### src/rtl/counter_pkg.sv
// Shared encodings and helpers for the signed up/down counter.
package counter_pkg;

  localparam logic CNT_UP   = 1'b1;
  localparam logic CNT_DOWN = 1'b0;

  // Masks step to its declared width and zero-extends it into a wide signed word
  function automatic logic signed [33:0] sext_step(
    input logic [31:0] step,
    input int unsigned width
  );
    logic [31:0] mask;
    mask = (width >= 32) ? '1 : ((32'd1 << width) - 32'd1);
    return $signed({2'b00, step & mask});
  endfunction

endpackage

### src/rtl/cnt_next_calc.sv
// Combinational next-count calculation with limit wrap/saturate.
module cnt_next_calc
  import counter_pkg::*;
#(
  parameter int WIDTH  = 8,
  parameter int STEP_W = 3
) (
  input  logic signed [WIDTH-1:0]  count,
  input  logic        [STEP_W-1:0] step,
  input  logic                     up_dn,
  input  logic                     sat_mode,
  input  logic signed [WIDTH-1:0]  lim_hi,
  input  logic signed [WIDTH-1:0]  lim_lo,
  output logic signed [WIDTH-1:0]  nxt,
  output logic                     ovf_nxt,
  output logic                     unf_nxt
);

  localparam int XW = WIDTH + 2;

  logic signed [33:0]   step_w;
  logic signed [XW-1:0] cnt_x;
  logic signed [XW-1:0] hi_x;
  logic signed [XW-1:0] lo_x;
  logic signed [XW-1:0] stp_x;
  logic signed [XW-1:0] sum_x;
  logic                 unused_ok;

  assign step_w = sext_step(32'(step), STEP_W);
  assign stp_x  = step_w[XW-1:0];
  assign cnt_x  = XW'(count);
  assign hi_x   = XW'(lim_hi);
  assign lo_x   = XW'(lim_lo);

  // Two guard bits keep the raw sum exact before the limit test
  assign sum_x = (up_dn == CNT_UP) ? cnt_x + stp_x : cnt_x - stp_x;

  assign unused_ok = ^{step_w, sum_x};

  always_comb begin
    nxt     = sum_x[WIDTH-1:0];
    ovf_nxt = 1'b0;
    unf_nxt = 1'b0;
    if (up_dn == CNT_UP) begin
      if (sum_x > hi_x) begin
        ovf_nxt = 1'b1;
        nxt     = sat_mode ? lim_hi : lim_lo;
      end
    end else begin
      if (sum_x < lo_x) begin
        unf_nxt = 1'b1;
        nxt     = sat_mode ? lim_lo : lim_hi;
      end
    end
  end

endmodule

### src/rtl/signed_updown_counter.sv
// Signed up/down counter: programmable step, limits, wrap/saturate, load.
module signed_updown_counter
  import counter_pkg::*;
#(
  parameter int WIDTH     = 8,
  parameter int STEP_W    = 3,
  parameter int RESET_VAL = 0
) (
  input  logic                     clk,
  input  logic                     reset_n,
  input  logic                     en,
  input  logic                     up_dn,
  input  logic        [STEP_W-1:0] step,
  input  logic                     sat_mode,
  input  logic signed [WIDTH-1:0]  lim_hi,
  input  logic signed [WIDTH-1:0]  lim_lo,
  input  logic                     load,
  input  logic signed [WIDTH-1:0]  load_val,
  output logic signed [WIDTH-1:0]  count,
  output logic                     ovf,
  output logic                     unf,
  output logic                     at_hi,
  output logic                     at_lo,
  output logic                     cfg_err
);

  logic signed [WIDTH-1:0] count_q;
  logic signed [WIDTH-1:0] count_d;
  logic                    ovf_q;
  logic                    ovf_d;
  logic                    unf_q;
  logic                    unf_d;
  logic signed [WIDTH-1:0] calc_nxt;
  logic                    calc_ovf;
  logic                    calc_unf;
  logic                    take;

  cnt_next_calc #(
    .WIDTH  (WIDTH),
    .STEP_W (STEP_W)
  ) u_calc (
    .count    (count_q),
    .step     (step),
    .up_dn    (up_dn),
    .sat_mode (sat_mode),
    .lim_hi   (lim_hi),
    .lim_lo   (lim_lo),
    .nxt      (calc_nxt),
    .ovf_nxt  (calc_ovf),
    .unf_nxt  (calc_unf)
  );

  assign cfg_err = lim_lo > lim_hi;
  assign take    = en && (step != '0);

  always_comb begin
    count_d = count_q;
    ovf_d   = 1'b0;
    unf_d   = 1'b0;
    if (load) begin
      count_d = load_val;
    end else if (cfg_err) begin
      count_d = count_q;
    end else if (take) begin
      count_d = calc_nxt;
      ovf_d   = calc_ovf;
      unf_d   = calc_unf;
    end
  end

  always_ff @(posedge clk or negedge reset_n) begin
    if (!reset_n) begin
      count_q <= WIDTH'(RESET_VAL);
      ovf_q   <= 1'b0;
      unf_q   <= 1'b0;
    end else begin
      count_q <= count_d;
      ovf_q   <= ovf_d;
      unf_q   <= unf_d;
    end
  end

  assign count = count_q;
  assign ovf   = ovf_q;
  assign unf   = unf_q;
  assign at_hi = count_q == lim_hi;
  assign at_lo = count_q == lim_lo;

endmodule

### config.mk
export PLATFORM = sky130hd
export DESIGN_NAME = signed_updown_counter
export DESIGN_NICKNAME = d
export VERILOG_FILES = /design/src/rtl/counter_pkg.sv /design/src/rtl/cnt_next_calc.sv /design/src/rtl/signed_updown_counter.sv
export SDC_FILE = /design/constraint.sdc
export NUM_CORES = 1
export LEC_CHECK = 0
export ABC_AREA = 1
export ABC_CLOCK_PERIOD_IN_PS = 4100
export CAP_MARGIN = 25
export CORE_MARGIN = 2
export CORE_UTILIZATION = 53
export CTS_CLUSTER_SIZE = 16
export DETAILED_ROUTE_END_ITERATION = 10
export MAX_ROUTING_LAYER = met4
export PLACE_DENSITY = 0.82
export SLEW_MARGIN = 20
export SYNTH_ARGS = -nofsm -noshare
export SYNTH_HDL_FRONTEND = slang
export SYNTH_SLANG_ARGS = --single-unit
### constraint.sdc
create_clock -name clk -period 4.1 [get_ports clk]
set_input_delay 0.615 -clock clk [delete_from_list [all_inputs] [get_ports clk]]
set_output_delay 0.615 -clock clk [all_outputs]
set_load 0.005 [all_outputs]
==> results.ini <==
[run_status]
status = completed

[route]
viasPerCell = 5.47
antenna_left = 0
dr.first_iter.drc_count = 203
remaining_drc_errors = 0
dr.pass1.iters = 5
totalWireLength_um = 7610
wl_per_cell_um = 14.4
vias = 2894

[timing]
min_period_ns = 3.82
rsz0062_at_grt = no
worstMarginPinSlew_ns = 0.485
hold_viol_final = 0
finalSetupViolations = 0
fin_skew_ns = 0.00843
fin_crit_sh_pct = 93.2
max_freq_mhz = 262
drv_slew = 0
slew_headroom_pct = 67.6

[grt]
grt_pass1_wl_um = 12600
grt_pass1_vias = 2786
antenna_found_initial = 0
grt_util_all_layers_pct = 32.6
grt.overflow.total = 0
grt_start_max_net_pins = 32

[setup_path]
worst_setup_path_start_kind = input pin
crit_required_ns = 4.24
critical-path-slowest-cell = ha_1
critPathMaxStageDelay_ns = 0.32
cp_max_fo = 5
crit_arrival_ns = 3.97
worstSetupPathType = in -> reg
cpMostUsedCell = nand2_2
end_kind = register

[layout]
final_common_cell = nand2_1
drive_above_1_share_pct = 21.9
fin_nets = 548
diodes = 0
syn_to_final_growth_pct = 44.6
mostFrequentLayoutCells = 102 x nand2_1, 54 x inv_1, 47 x buf_4
utilization_pct = 81.1

[cts]
cts_tree = yes
cts.clk_slew.worst_paths_ns = 0.05
clk_latency_ns = 0.25
cts_max_level = 1
clockBufferDepth = 2
numCtsBuffers = 3
root_buffer = clkbuf_8
cts_hold_buf = 0
cts_num_sinks = 10

[yosys]
synth_area_sq_um = 2290
seq_area_frac_synth_pct = 10.9
synthArstFlopShare_pct = 100
postSynthAreaPerCell_sq_um = 5.92
ys_warn_count = 0
ys_types = 33
synth_ff_type = dfrtp_1
syn_nets = 455
ys_seq_elements = 10
synth_edf_count = 0
syn_inst = 387

[floorplan]
die_y_um = 69.8
die-width_um = 69.8
io_pins = 46
dieArea_sq_um = 4870
core_area_sq_um = 4090
rows = 23
start_util_pct = 56.1

[placed_design]
portBuffers = 45
place_congestion = 1.00
hpwl_um = 5890

[worst_hold_path]
hp-class = reg -> reg

[power]
p_per_area_nw_per_um2 = 561
ir_drop_v = 0.000318
p_leak_nw = 1.81
power_w = 0.00186

[run]
drv_cap = 0

[stage by stage]
step | hold WS [ns] | setup slack, ns | cells | cell area, sq um | setup TNS [ns]
detailed placement | 0.615 | -0.578 | 515 | 3080 | -5.41
CTS | 0.626 | 0.0379 | 525 | 3250 | 0
global route | 0.655 | 0.00363 | 529 | 3310 | 0
finish | 0.626 | 0.277 | 529 | 3310 | 0
floorplan | 0.319 | 0.371 | 387 | 2290 | 0
global placement | 0.606 | -0.464 | 515 | 3080 | -4.16
[layout make-up]
class / instances / area (sq um)
clock buffers: 4 / 55.1
fillers: 296 / 772
repair buffers: 95 / 836
well taps: 50 / 62.6
inverters: 62 / 233
multi-input cells: 308 / 1880
flip-flops and latches: 10 / 250
[path summary, 6_finish.rpt]
check / cells after the start / slack, ns / startpoint / endpoint
setup / recovery: 31 / 0.28 / step[0] / count[2]
hold / removal: 2 / 0.63 / count[7] / count[7]
min in group asynchronous: 1 / 0.70 / reset_n / count[0]
hold reg to reg: 2 / 0.63 / count[7] / count[7]
max in group asynchronous: 1 / 3.07 / reset_n / count[5]
setup reg to reg: 28 / 0.54 / count[0] / count[2]
[cells by family (layout without fill, tap and decap cells)]
kind of cell	Yosys count	after routing	synth area share, %
AOI/OAI and AO/OA	40	40	10.4
xor gates and xnor gates	13	13	4.97
buffers and inverters	70	161	11.8
adders and majority gates	35	35	19.4
and+or+nand+nor	218	219	42.1
DFF	10	10	10.9
muxes	1	1	0.437
[flip-flops by register name (all words and copies together), names as in the netlist]
| register | flops |
|---|---|
| count | 8 |
| unf | 1 |
| ovf | 1 |
[what timing repair did]
item                                    in CTS  in global routing
cloned                                       1                  0
endpoints found under the hold margin        0                  0
endpoints found under the setup margin      10                 10
gates resized for setup                     24                 16
pin swaps                                   15                 12
setup buffers                                5                  3
[cell usage after synthesis (4+ instances only)]
cell type	number	area (sq um)
nand3_1	49	245
nor3_1	4	20.0
a21oi_1	23	115
nand4_1	5	31.3
ha_1	34	425
o21ai_0	7	35.0
inv_1	59	221
nand2_1	106	398
nor2_1	32	120
xnor2_1	7	61.3
xor2_1	6	52.6
or2_2	4	25.0
nand2_2	13	81.3
dfrtp_1	10	250
[critical path: cells and delay by family]
family / cells / cell delay, ns
AND/OR/NAND/NOR: 17 / 1.31
buffers and inverters: 6 / 0.54
AO/OA/AOI/OAI: 3 / 0.35
adder cells (fa/ha/maj): 4 / 1.03
XOR/XNOR: 1 / 0.11
[routing by layer]
layer  global-route usage (%)  vias up  share of wire [%]
met5                        -        -                  0
met4                     10.3        0                3.0
met1                     39.8     1307                 41
met2                     56.0      125                 49
met3                     3.92       24                7.4
li1                         -     1438                  -
[report_power, final]
part	switching [W]	internal [W]	leakage, nW
combinational	0.000831	0.000722	1.66
sequential	0.0000537	0.000124	0.123
clock	0.0000439	0.0000848	0.0288
(Power assumes the default switching activity.)
